<file path="config.mk">
export PLATFORM = sky130hd
export DESIGN_NAME = dmem_arbiter
export DESIGN_NICKNAME = d
export VERILOG_FILES = /design/src/rtl/dmem_arbiter.sv
export SDC_FILE = /design/constraint.sdc
export NUM_CORES = 1
export LEC_CHECK = 0
export ABC_AREA = 1
export CAP_MARGIN = 20
export CORE_MARGIN = 4
export CORE_UTILIZATION = 32
export DETAILED_ROUTE_END_ITERATION = 10
export PLACE_DENSITY = 0.82
export SLEW_MARGIN = 20
export SYNTH_ARGS = -nofsm -noshare
export SYNTH_HDL_FRONTEND = slang
export SYNTH_SLANG_ARGS = --single-unit
</file>
<file path="constraint.sdc">
create_clock -name clk -period 1.51 [get_ports clk]
set_clock_uncertainty 0.2 [all_clocks]
set_input_delay 0.302 -clock clk [delete_from_list [all_inputs] [get_ports clk]]
set_output_delay 0.302 -clock clk [all_outputs]
set_load 0.005 [all_outputs]
</file>
<file path="src/rtl/dmem_arbiter.sv">
// Single-port data memory arbiter between the MEM stage and an external requester.
// The CPU has priority; a starved external request forces a bounded external burst.
module dmem_arbiter #(
    parameter int ADDR_W       = 14,
    parameter int DATA_W       = 32,
    parameter int STARVE_LIMIT = 4,
    parameter int MAX_BURST    = 2
) (
    input  logic              clk,
    input  logic              rst_n,
    input  logic              cpu_rd,
    input  logic              cpu_wr,
    input  logic [ADDR_W-1:0] cpu_addr,
    input  logic [DATA_W-1:0] cpu_wdata,
    output logic              cpu_stall,
    output logic [DATA_W-1:0] cpu_rdata,
    input  logic              ext_valid,
    input  logic              ext_we,
    input  logic [ADDR_W-1:0] ext_addr,
    input  logic [DATA_W-1:0] ext_wdata,
    output logic              ext_ready,
    output logic              ext_rvalid,
    output logic [DATA_W-1:0] ext_rdata,
    output logic              mem_rd,
    output logic              mem_wr,
    output logic [ADDR_W-1:0] mem_addr,
    output logic [DATA_W-1:0] mem_wdata,
    input  logic [DATA_W-1:0] mem_rdata
);

    localparam int WCW = $clog2(STARVE_LIMIT + 1);
    localparam int BCW = $clog2(MAX_BURST + 1);

    typedef enum logic {S_CPU, S_EXT} state_e;
    typedef enum logic [1:0] {OWN_NONE, OWN_CPU, OWN_EXT} owner_e;

    state_e            state_q, state_d;
    owner_e            owner_q, owner_d;
    logic [WCW-1:0]    wait_q, wait_d;
    logic [BCW-1:0]    burst_q, burst_d;
    logic [DATA_W-1:0] hold_q, hold_d;

    logic cpu_req, cpu_is_rd, grant_cpu, grant_ext;

    always_ff @(posedge clk or negedge rst_n) begin
        if (!rst_n) begin
            state_q <= S_CPU;
            owner_q <= OWN_NONE;
            wait_q  <= '0;
            burst_q <= '0;
            hold_q  <= '0;
        end else begin
            state_q <= state_d;
            owner_q <= owner_d;
            wait_q  <= wait_d;
            burst_q <= burst_d;
            hold_q  <= hold_d;
        end
    end

    always_comb begin
        cpu_req   = cpu_rd | cpu_wr;
        cpu_is_rd = cpu_rd & ~cpu_wr;
        grant_cpu = 1'b0;
        grant_ext = 1'b0;
        state_d   = state_q;
        wait_d    = wait_q;
        burst_d   = burst_q;
        unique case (state_q)
            S_CPU: begin
                if (cpu_req)        grant_cpu = 1'b1;
                else if (ext_valid) grant_ext = 1'b1;
                if (ext_valid && !grant_ext) begin
                    if (int'(wait_q) < STARVE_LIMIT) wait_d = wait_q + 1'b1;
                    if (int'(wait_q) + 1 >= STARVE_LIMIT) state_d = S_EXT;
                end else begin
                    wait_d = '0;
                end
            end
            S_EXT: begin
                wait_d = '0;
                if (ext_valid) begin
                    grant_ext = 1'b1;
                    if (int'(burst_q) + 1 >= MAX_BURST) begin
                        state_d = S_CPU;
                        burst_d = '0;
                    end else begin
                        burst_d = burst_q + 1'b1;
                    end
                end else begin
                    // External side went idle: hand the cycle straight back to the CPU.
                    grant_cpu = cpu_req;
                    state_d   = S_CPU;
                    burst_d   = '0;
                end
            end
        endcase
    end

    always_comb begin
        owner_d = OWN_NONE;
        if (grant_cpu && cpu_is_rd)    owner_d = OWN_CPU;
        else if (grant_ext && !ext_we) owner_d = OWN_EXT;
        hold_d = (owner_q == OWN_CPU) ? mem_rdata : hold_q;
    end

    always_comb begin
        mem_wr     = rst_n & (grant_cpu ? cpu_wr    : (grant_ext & ext_we));
        mem_rd     = rst_n & (grant_cpu ? cpu_is_rd : (grant_ext & ~ext_we));
        mem_addr   = grant_ext ? ext_addr  : cpu_addr;
        mem_wdata  = grant_ext ? ext_wdata : cpu_wdata;
        cpu_stall  = rst_n & cpu_req & ~grant_cpu;
        ext_ready  = rst_n & ext_valid & grant_ext;
        ext_rvalid = rst_n & (owner_q == OWN_EXT);
        ext_rdata  = mem_rdata;
        if (!rst_n)                  cpu_rdata = '0;
        else if (owner_q == OWN_CPU) cpu_rdata = mem_rdata;
        else                         cpu_rdata = hold_q;
    end

endmodule

</file>
# Word level (Yosys, flattened, before mapping)
# Index checks and enable logic that the tools add are counted.
[op_classes]
addsub = 4
n_lt_le_gt_ge = 3
eq_ne = 3
n_mux = 25
bitwise_logic = 15
n_reduce_logical = 5
[ops]
columns = ["cell", "n"]
rows = [
  ["2-to-1 mux 32 bit", 3],
  ["2-to-1 mux 14 bit", 1],
  ["2-to-1 mux 1 bit", 11],
  ["AND 1 bit", 10],
  ["2-to-1 mux 2 bit", 4],
  ["2-to-1 mux 3 bit", 2],
  ["case mux 1 bit (2 select lines)", 3],
  ["case mux 3 bit (2 select lines)", 1],
  ["adder 3 x 1 -> 4 bit, second input constant", 1],
  ["greater-or-equal comparator 4 x 3 -> 1 bit, second input constant", 1],
  ["inverter 1 bit", 4],
  ["adder 2 x 1 -> 3 bit, second input constant", 1],
  ["adder 3 x 1 -> 3 bit, second input constant", 1],
  ["greater-or-equal comparator 3 x 2 -> 1 bit, second input constant", 1],
  ["logical AND 1 bit", 3],
  ["< comparator 3 bit, second input constant", 1],
  ["!= test 3 bit, second input constant", 1],
  ["adder 2 x 1 -> 2 bit, second input constant", 1],
  ["== test 2 x 1 -> 1 bit, second input constant", 1],
  ["== test 2 bit, second input constant", 1],
  ["zero test 1 bit", 2],
  ["bitwise OR 1 bit", 1],
]
[word_totals]
ff_bits = 40
input_bits = 130
output_inout_bits = 115

# Longest topological paths before layout
[depth]
depth_word = 7
depth_mapped = 8
depth_no_buf = 6

# Worst setup path before layout
# Ideal clock, no wire load.
[synth_timing]
path_kind = "flip-flop to output port"
start = "register state_q"
end = "output port mem_addr[12]"
arrival_ps = 962
slack_ps = 46
path_stages_with_launch = 7
n_path_buf = 2
path_cell_list = "dfrtp_1 > nand2_2 > nand2_2 > buf_4 > buf_6 > nand2_1 > nand2_1"
[synth_between]
elab_chain_len = 3
[synth_lines]
columns = ["item", "line", "source"]
rows = [
  ["from (decl)", "37", "state_e state_q, state_d;"],
  ["from (signal assigned)", "53", "state_q <= state_d;"],
  ["inverter 1 bit", "-", ""],
  ["case mux 1 bit (2 select lines) *", "69", "unique case (state_q)"],
  ["2-to-1 mux 14 bit *", "110", "mem_addr = grant_ext ? ext_addr : cpu_addr;"],
  ["to (decl)", "26", "output logic [ADDR_W-1:0] mem_addr,"],
]
# Every way passes the cells marked *; elsewhere a longest branch is shown, timed or not.

# Worst setup path in the final report
[layout_timing]
start = "input port cpu_rd"
end = "output port mem_wdata[3]"
[layout_between]
elab_chain_len = 5
[layout_lines]
columns = ["item", "line", "source"]
rows = [
  ["from (decl)", "11", "input logic cpu_rd,"],
  ["bitwise OR 1 bit", "62", "cpu_req = cpu_rd | cpu_wr;"],
  ["2-to-1 mux 1 bit", "71", "if (cpu_req) grant_cpu = 1'b1;"],
  ["2-to-1 mux 1 bit", "69", ""],
  ["case mux 1 bit (2 select lines)", "69", ""],
  ["2-to-1 mux 32 bit", "111", "mem_wdata = grant_ext ? ext_wdata : cpu_wdata;"],
  ["to (decl)", "27", "output logic [DATA_W-1:0] mem_wdata,"],
]
# Every way passes these cells. The select of a mux whose other input is x is not followed.

==> out/qor.json <==
{
  "pwr": {
    "switching_power_mw": 1.26,
    "seq_power_share": 0.334,
    "power.leakage_nw": 3.36,
    "combinationalPowerShare": 0.496,
    "vdd_ir_drop_max_mv": 0.470,
    "p_per_area_mw_per_mm2": 611,
    "internal-power_mw": 2.58,
    "power_mw": 3.84,
    "p_sw_frac": 0.328,
    "clock_power_share": 0.170
  },
  "detailed_routing": {
    "antenna_violating_nets_post_route": 0,
    "route.vias.total": 3770,
    "first_pass_iters": 4,
    "viasPerCell": 4.61,
    "drt-total-wl_um": 14300,
    "drc": 0,
    "average_wire_length_per_cell_after_detail_routing_um": 17.5,
    "dr.first_iter.drc_count": 69
  },
  "sta": {
    "setup_viol_count_final": 83,
    "worst_hold_slack_ps": 30.3,
    "timing.final.hold_violations": 0,
    "final_worst_slack_ps": -552,
    "max_slew_violation_count": 0,
    "period_share": 1.37,
    "worst_pin_slew_ps": 237,
    "finalWorstPathRequiredPeriod_ps": 2060,
    "max_freq_ghz": 0.485,
    "rsz_0062_raised_after_global_routing": "true",
    "max-slew-margin-rel": 0.842
  },
  "final_layout": {
    "final_util": 0.756,
    "fillCellCount": 610,
    "post-route-cell-area_sq_mm": 0.00628,
    "instances_no_fill": 818,
    "area_growth_syn_to_layout_pct": 127,
    "final_net_count": 844,
    "final_layout_size_suffix_gt1_frac": 0.466
  },
  "clock_tree": {
    "cts_made_buffers": 5,
    "root_buffer_cell": "sky130_fd_sc_hd__clkbuf_8",
    "clk-insertion-delay-late_ps": 270,
    "clock_transition_time_at_the_flip_flop_clock_pins_of_the_worst_setup_and_hold_paths_ps": 80,
    "cts_tree": "yes",
    "clkSinkCount": 40,
    "ctsLongestPathBuffers": 2,
    "h-tree-depth": 2
  },
  "worst_setup_path": {
    "worst-setup-path-type": "in -> out",
    "cp-start-kind": "input port",
    "cp_common_cell": "sky130_fd_sc_hd__nand2_1",
    "crit_path_cell_trace": "clkdlybuf4s15_2 > nor2_2 > nand2_1 > nand2_8 > clkinv_8 > buf_12 > buf_6 > nand2_1 > nand2_1 > buf_2",
    "crit_path_max_fanout": 6,
    "critPathCaptureType": "output pin",
    "timing.critical_path.required_ps": 1010,
    "crit_family": "buffers and inverters",
    "cp.arrival_ps": 1560,
    "cpPeakStageDelay_ps": 210,
    "worst_path_slowest_cell": "sky130_fd_sc_hd__clkdlybuf4s15_2",
    "worst-path-buf-inv": 5
  },
  "floorplanning": {
    "core-area_sq_mm": 0.00830,
    "row_count": 33,
    "die_height_um": 101,
    "die_span_x_um": 101,
    "io_pins": 245,
    "initial_core_utilization": 0.333,
    "die_area_sq_mm": 0.0102
  },
  "global_route": {
    "vias_in_the_first_global_route": 3931,
    "grt_first_pass_wirelength_um": 19800,
    "grt_start_max_net_pins": 21,
    "grt_util_met2": 0.472,
    "globalRouteMet1Util": 0.253,
    "groute.usage.overall": 0.247,
    "fraction_of_met3_tracks_used_by_global_routing": 0.0720,
    "top_usage_layer": "met2",
    "overflow": 0,
    "antenna_found_initial": 1
  },
  "placed_design": {
    "buffer_ports.inserted": 244,
    "gp_routability_congestion": 0.988,
    "placed_cells_incl_taps": 777,
    "postPlaceCellArea_sq_mm": 0.00535,
    "detailedPlacementHpwl_um": 9110
  },
  "synthesis": {
    "ys_types": 19,
    "ys_ff_latch": 40,
    "synthTopCellsByArea": "sky130_fd_sc_hd__dfrtp_1 36%, sky130_fd_sc_hd__nand2_1 24%, sky130_fd_sc_hd__inv_1 10%",
    "synth_area_sq_mm": 0.00277,
    "synth.net_count": 569,
    "synth-async-reset-ratio": 1.00,
    "synth_ff_type": "sky130_fd_sc_hd__dfrtp_1",
    "yosysSeqAreaShare": 0.362,
    "synth.top_cell.area_share": 0.362,
    "synth-edff-count": 0,
    "largest_area_contributor_in_the_netlist": "sky130_fd_sc_hd__dfrtp_1",
    "synthCells": 437,
    "synthesis.area_per_instance_sq_um": 6.33,
    "yosys_warnings": 0
  },
  "run": {
    "maxCapViolCount": 0
  },
  "run_status": {
    "failing_checks": "negative setup slack",
    "result_of_the_run": "finished, violations left"
  },
  "worst_hold_path": {
    "min_path_type": "in -> async"
  }
}
-- timing repair --
action                                 4_1_cts  5_1_grt
hold buffers                                 1        1
pin swaps                                   33       15
endpoints found under the hold margin       21        5
cloned                                      10        2
setup buffers                               16        8
setup endpoints to repair                  118       90
gates resized for setup                    551      159
-- per-stage QoR --
step / setup WS, ps / setup TNS (ps)
global route: -642 / -42000
detailed placement: -1040 / -76960
CTS: -528 / -36220
floorplan: 45.6 / 0
finish: -552 / -35170
global placement: -995 / -75200
-- worst register-to-register path, stage by stage, from the launching register on --
cell	delay, ps
sky130_fd_sc_hd__dfrtp_1	370
sky130_fd_sc_hd__inv_2	100
sky130_fd_sc_hd__nand2_8	130
sky130_fd_sc_hd__buf_16	180
sky130_fd_sc_hd__buf_4	130
sky130_fd_sc_hd__o21ai_2	120
sky130_fd_sc_hd__buf_4	120
sky130_fd_sc_hd__inv_1	30
-- power groups by stage --
stage          registers, mW  clock network (mW)  logic (mW)
6_report                1.28               0.652        1.90
4_1_cts                 1.28               0.672        1.69
3_3_place_gp            1.29                   0        1.58
3_5_place_dp            1.30                   0        1.61
2_1_floorplan           1.28                   0       0.583
5_1_grt                 1.30               0.719        2.08
-- state kept, by name (all words and copies together), names as in the netlist --
register	count
burst_q	2
hold_q	32
owner_q	2
state_q	1
wait_q	3
-- synth_stat cells, drive strengths merged (2+ instances only) --
library cell	instances
clkbuf	6
ha	2
nor3	2
dfrtp	40
nand3	10
nand2	180
o21ai	34
inv	77
nor2	36
buf	45
-- routing by layer --
layer  share of wire  vias to the layer above
met1            0.33                     1730
met3           0.095                       44
met2            0.53                      191
met4           0.042                        0
met5               0                        -
li1                -                     1805
-- final timing paths --
kind	from	to	slack, ps	cells after the start
hold reg to reg	wait_q[1]	wait_q[1]	340	2
setup reg to reg	owner_q[1]	hold_q[4]	30	7
setup / recovery	cpu_rd	mem_wdata[3]	-550	10
max in group asynchronous	rst_n	owner_q[0]	330	4
hold / removal	rst_n	hold_q[2]	30	3
min in group clk	mem_rdata[15]	hold_q[15]	200	3
-- cells in the final DEF (no fill, tap or decap), drive strengths merged --
cell type	count
a21oi	1
buf	149
clkbuf	15
clkdlybuf4s15	28
clkdlybuf4s50	98
clkinv	3
dfrtp	40
diode	1
dlygate4sd2	32
dlygate4sd3	1
dlymetal6s2s	1
dlymetal6s4s	1
ha	2
inv	76
nand2	180
nand3	10
nor2	36
nor3	2
nor3b	1
o21ai	34
o22ai	1
or2	1
-- cell families after synthesis --
logic type | after synthesis | synth area share
simple gates | 230 | 0.322
buf+inv | 129 | 0.241
flops | 40 | 0.362
compound gates | 36 | 0.0656
fa+ha+maj | 2 | 0.00904
-- area by class of cell --
cell class | instances | area (sq um) | share of cell area
antenna | 1 | 2.50 | 0.000399
sequential | 40 | 1000 | 0.160
inverter | 78 | 305 | 0.0486
multi-input combinational | 268 | 1700 | 0.270
tap | 105 | 131 | 0.0209
clock inverter | 1 | 5.00 | 0.000797
timing repair buffer | 319 | 3060 | 0.488
clock buffer | 6 | 72.6 | 0.0116
No activity file was read; power rests on OpenSTA's default activity.
